**src/rtl/irq_req_latch4.sv**
```systemverilog
// irq_req_latch4: synchronises four request lines, holds each as a sticky
// pending bit and grants the highest-priority pending index through a
// valid/ack handshake. Bit 3 has the highest priority and bit 0 the lowest.
module irq_req_latch4 #(
  parameter int unsigned SYNC_STAGES = 2,
  parameter int unsigned EDGE_MODE   = 1
) (
  input  logic       clk,
  input  logic       rst,
  input  logic [3:0] req_in,
  input  logic       ack,
  input  logic       ovf_clr,
  output logic [3:0] pend,
  output logic [1:0] idx,
  output logic       valid,
  output logic [3:0] overflow
);

  typedef enum logic [0:0] {StIdle, StGrant} state_e;

  state_e                        state_q, state_d;
  logic [SYNC_STAGES-1:0][3:0]   sync_q;
  logic [3:0]                    prev_q;
  logic [3:0]                    pend_q, pend_d;
  logic [3:0]                    ovf_q, ovf_d;
  logic [1:0]                    idx_q, idx_d;
  logic [3:0]                    sreq;
  logic [3:0]                    set;
  logic [3:0]                    clr;
  logic [1:0]                    enc_idx;

  assign sreq = sync_q[SYNC_STAGES-1];

  // Synchroniser chain and one-cycle-delayed copy for edge detection.
  always_ff @(posedge clk) begin
    if (rst) begin
      sync_q <= '0;
      prev_q <= '0;
    end else begin
      sync_q[0] <= req_in;
      for (int s = 1; s < SYNC_STAGES; s++) begin
        sync_q[s] <= sync_q[s-1];
      end
      prev_q <= sreq;
    end
  end

  // Set and clear terms for the pending register.
  always_comb begin
    set = '0;
    clr = '0;
    if (EDGE_MODE != 0) begin
      set = sreq & ~prev_q;
    end else begin
      set = sreq;
    end
    for (int i = 0; i < 4; i++) begin
      clr[i] = (state_q == StGrant) && ack && (idx_q == 2'(i));
    end
  end

  // Pending and overflow next state; a set in the ack cycle keeps the bit pending.
  always_comb begin
    pend_d = set | (pend_q & ~clr);
    ovf_d  = ovf_q;
    if (ovf_clr) begin
      ovf_d = '0;
    end else if (EDGE_MODE != 0) begin
      ovf_d = ovf_q | (set & pend_q & ~clr);
    end
  end

  // Priority encoder over the pending bits, bit 3 wins.
  always_comb begin
    enc_idx = 2'd0;
    if (pend_q[3]) begin
      enc_idx = 2'd3;
    end else if (pend_q[2]) begin
      enc_idx = 2'd2;
    end else if (pend_q[1]) begin
      enc_idx = 2'd1;
    end
  end

  // Grant FSM next state; idx is only reloaded on the IDLE->GRANT transition.
  always_comb begin
    state_d = state_q;
    idx_d   = idx_q;
    unique case (state_q)
      StIdle: begin
        if (|pend_q) begin
          state_d = StGrant;
          idx_d   = enc_idx;
        end
      end
      StGrant: begin
        if (ack) begin
          state_d = StIdle;
        end
      end
      default: state_d = StIdle;
    endcase
  end

  // State registers.
  always_ff @(posedge clk) begin
    if (rst) begin
      state_q <= StIdle;
      pend_q  <= '0;
      ovf_q   <= '0;
      idx_q   <= '0;
    end else begin
      state_q <= state_d;
      pend_q  <= pend_d;
      ovf_q   <= ovf_d;
      idx_q   <= idx_d;
    end
  end

  assign pend     = pend_q;
  assign overflow = ovf_q;
  assign idx      = idx_q;
  assign valid    = (state_q == StGrant);

endmodule

```
**config.mk**
```make
export PLATFORM = sky130hd
export DESIGN_NAME = irq_req_latch4
export DESIGN_NICKNAME = d
export VERILOG_FILES = /design/src/rtl/irq_req_latch4.sv
export SDC_FILE = /design/constraint.sdc
export NUM_CORES = 1
export LEC_CHECK = 0
export CORE_MARGIN = 1.5
export CORE_UTILIZATION = 49
export CTS_CLUSTER_SIZE = 24
export DETAILED_ROUTE_END_ITERATION = 10
export PLACE_DENSITY = 0.8
export SETUP_SLACK_MARGIN = 0.1
export SYNTH_ARGS = -nofsm -noshare
export SYNTH_HDL_FRONTEND = slang
export SYNTH_SLANG_ARGS = --single-unit
export TNS_END_PERCENT = 50
```
**constraint.sdc**
```tcl
create_clock -name clk -period 1.6 [get_ports clk]
set_input_delay 0.32 -clock clk [delete_from_list [all_inputs] [get_ports clk]]
set_output_delay 0.32 -clock clk [all_outputs]
set_load 0.05 [all_outputs]
```
==> flow_metrics.tcl <==
set metrics [dict create \
    run_status "complete, no violations" \
    ys_seq_area_share_pct 60.0 \
    cp.arrival_ns 1.00 \
    htreeDepth 1 \
    grt_overflow_total 0 \
    register_area_um2 460 \
    power.total_mw 1.07 \
    crit_fanout 8 \
    ys_ff_latch 23 \
    yosysWarnings 0 \
    vias 593 \
    synth_flop_cell "dfxtp_1" \
    required_ns 1.28 \
    yosysTopAreaCellShare_pct 60.0 \
    setup_viol 0 \
    setup_tns_ns 0 \
    fill_cells 114 \
    max_freq_mhz 758 \
    io_buffers 18 \
    antenna_found_initial 0 \
    worstMarginPinSlew_ns 0.371 \
    synthCells 72 \
    path_cells "buf_12" \
    synth_edf_count 0 \
    cts.repair.resized 0 \
    postCtsSetupRepairBufs 0 \
    crit_path_end_kind "primary output" \
    grt_pass1_vias 546 \
    syn_nets 80 \
    synth.avg_cell_area_um2 10.7 \
    power.density_nw_per_um2 1040 \
    cts_tree "done" \
    grt-busiest-layer "met2" \
    use_met1_pct 17.7 \
    grtUsageMet2_pct 28.6 \
    slowest_delay_ns 0.52 \
    hpwl_mm 1.00 \
    row_count 14 \
    worstPathBufferInverterCount 1 \
    via_per_inst 5.44 \
    die_y_um 42.6 \
    fin_skew_ns 0.00460 \
    period_minus_slack_ns 1.32 \
    crit_type "flip-flop to primary output" \
    synth_area_leaders "dfxtp_1, nor2b_1, o41ai_1" \
    drt-total-wl_mm 1.32 \
    cts-buffers-inserted 3 \
    hold_ws_ns 0.448 \
    yosysMostFrequentCell "dfxtp_1" \
    min_path_type "flip-flop to flip-flop" \
    clkSinkCount 23 \
    gp_congestion 0.845 \
    critPathTopFamily "flip-flops" \
    dr.first_iter.drc_count 3 \
    die_w_um 42.6 \
    antenna-diode-count 0 \
    start_util_pct 51.5 \
    area_growth_pct 34.7 \
    coreArea_um2 1490 \
    root_buffer "clkbuf_4" \
    firstDrtPassIters 4 \
    dieArea_um2 1810 \
    grtUsageMet3_pct 3.88 \
    synthArstFlopShare_pct 0 \
    crit_slowest_cell "dfxtp_1" \
    synth_area_um2 767 \
    drv_slew 0 \
    yosysTopAreaCell "dfxtp_1" \
    grt_max_degree 14 \
    slew_headroom_pct 75.2 \
    multi_input_area_um2 279 \
    grt_pass1_wl_mm 2.21 \
    min_period_over_period_pct 82.5 \
    synth_common_cells "dfxtp_1, nor2b_1, a21oi_1" \
    wl_per_cell_um 12.1 \
    nNetsFinal 102 \
    gr-usage-all-layers_pct 16.1 \
    crit_path_start_kind "flip-flop" \
    clkTransAtPathRegs_ns 0.12 \
    drtAntennaViolNets 0 \
    num_io_pins 19 \
    rsz0062_at_grt "false" \
    hold_buffers 0 \
    synth_cell_types 18 \
    hold_viol 0 \
    clockBufferDepth 2 \
    ir_drop_mv 0.792 \
    route.detailed.drc 0 \
    insertion_delay_ns 0.30 \
    leakagePower_nw 0.405 \
    drv_cap 0 \
    drive_gt1_share_pct 18.3 \
]
[layout make-up]
class | count | share of cell area (%)
repair buffers | 19 | 22.8
well taps | 16 | 1.94
multi-input cells | 44 | 27.0
flip-flops and latches | 23 | 44.6
clock inverters | 1 | 0.484
inverters | 3 | 1.09
clock buffers | 3 | 2.18
[power breakdown]
part           switching (mW)  internal, mW
clock network           0.162        0.0933
registers              0.0319         0.600
logic                  0.0960        0.0908
total                   0.290         0.784
[worst paths after layout]
check | startpoint | depth (start not counted) | slack, ns | to
worst max-delay path | valid | 1 | 0.28 | valid
worst max register to register | valid | 3 | 0.38 | pend[1]
worst min-delay path | sync_q[1] | 1 | 0.45 | sreq[1]
worst min register to register | sync_q[1] | 1 | 0.45 | sreq[1]
[state kept, by name, indices dropped and copies added (netlist names)]
name and cells:
overflow 4, idx 2, valid 1, pend 4, sync_q 4, prev_q 4, sreq 4
[placed cells by master, fill, tap and decap left out, drive strengths merged]
master / synthesis / routed
o41ai: 4 / 4
clkbuf: 0 / 3
clkdlybuf4s50: 0 / 7
buf: 2 / 12
nand3: 1 / 1
nand2b: 5 / 5
nor2b: 12 / 12
o311a: 1 / 1
o31ai: 2 / 2
nor2: 1 / 1
and3: 1 / 1
nand2: 5 / 5
o21ai: 4 / 4
dfxtp: 23 / 23
a21oi: 6 / 6
clkinv: 0 / 1
nor4: 1 / 1
inv: 3 / 3
o21bai: 1 / 1
[worst register-to-register path, stage by stage (launching register included)]
cell and delay (ns):
dfxtp_1 0.52, nand2_1 0.15, o31ai_1 0.32, a21oi_1 0.12
[metrics by stage]
stage	util, %	cells	worst slack (ns)	instance area [µm²]
CTS	69.4	109	0.279	1030
global placement	67.6	105	0.125	1010
detailed placement	67.6	105	0.105	1010
floorplan	-	72	0.275	767
finish	69.4	109	0.281	1030
global route	69.4	109	0.253	1030
[kinds of logic after synthesis]
group / synth area share, %
buffers and inverters: 3.59
DFF: 60.0
AOI/OAI and AO/OA: 15.3
and+or+nand+nor: 21.0
[routing by layer]
layer	vias to the layer above	part of all wire [%]
li1	288	-
met1	282	44
met2	18	50
met3	5	3.7
met4	0	2.1
met5	-	0
No activity file was read; power rests on OpenSTA's default activity.
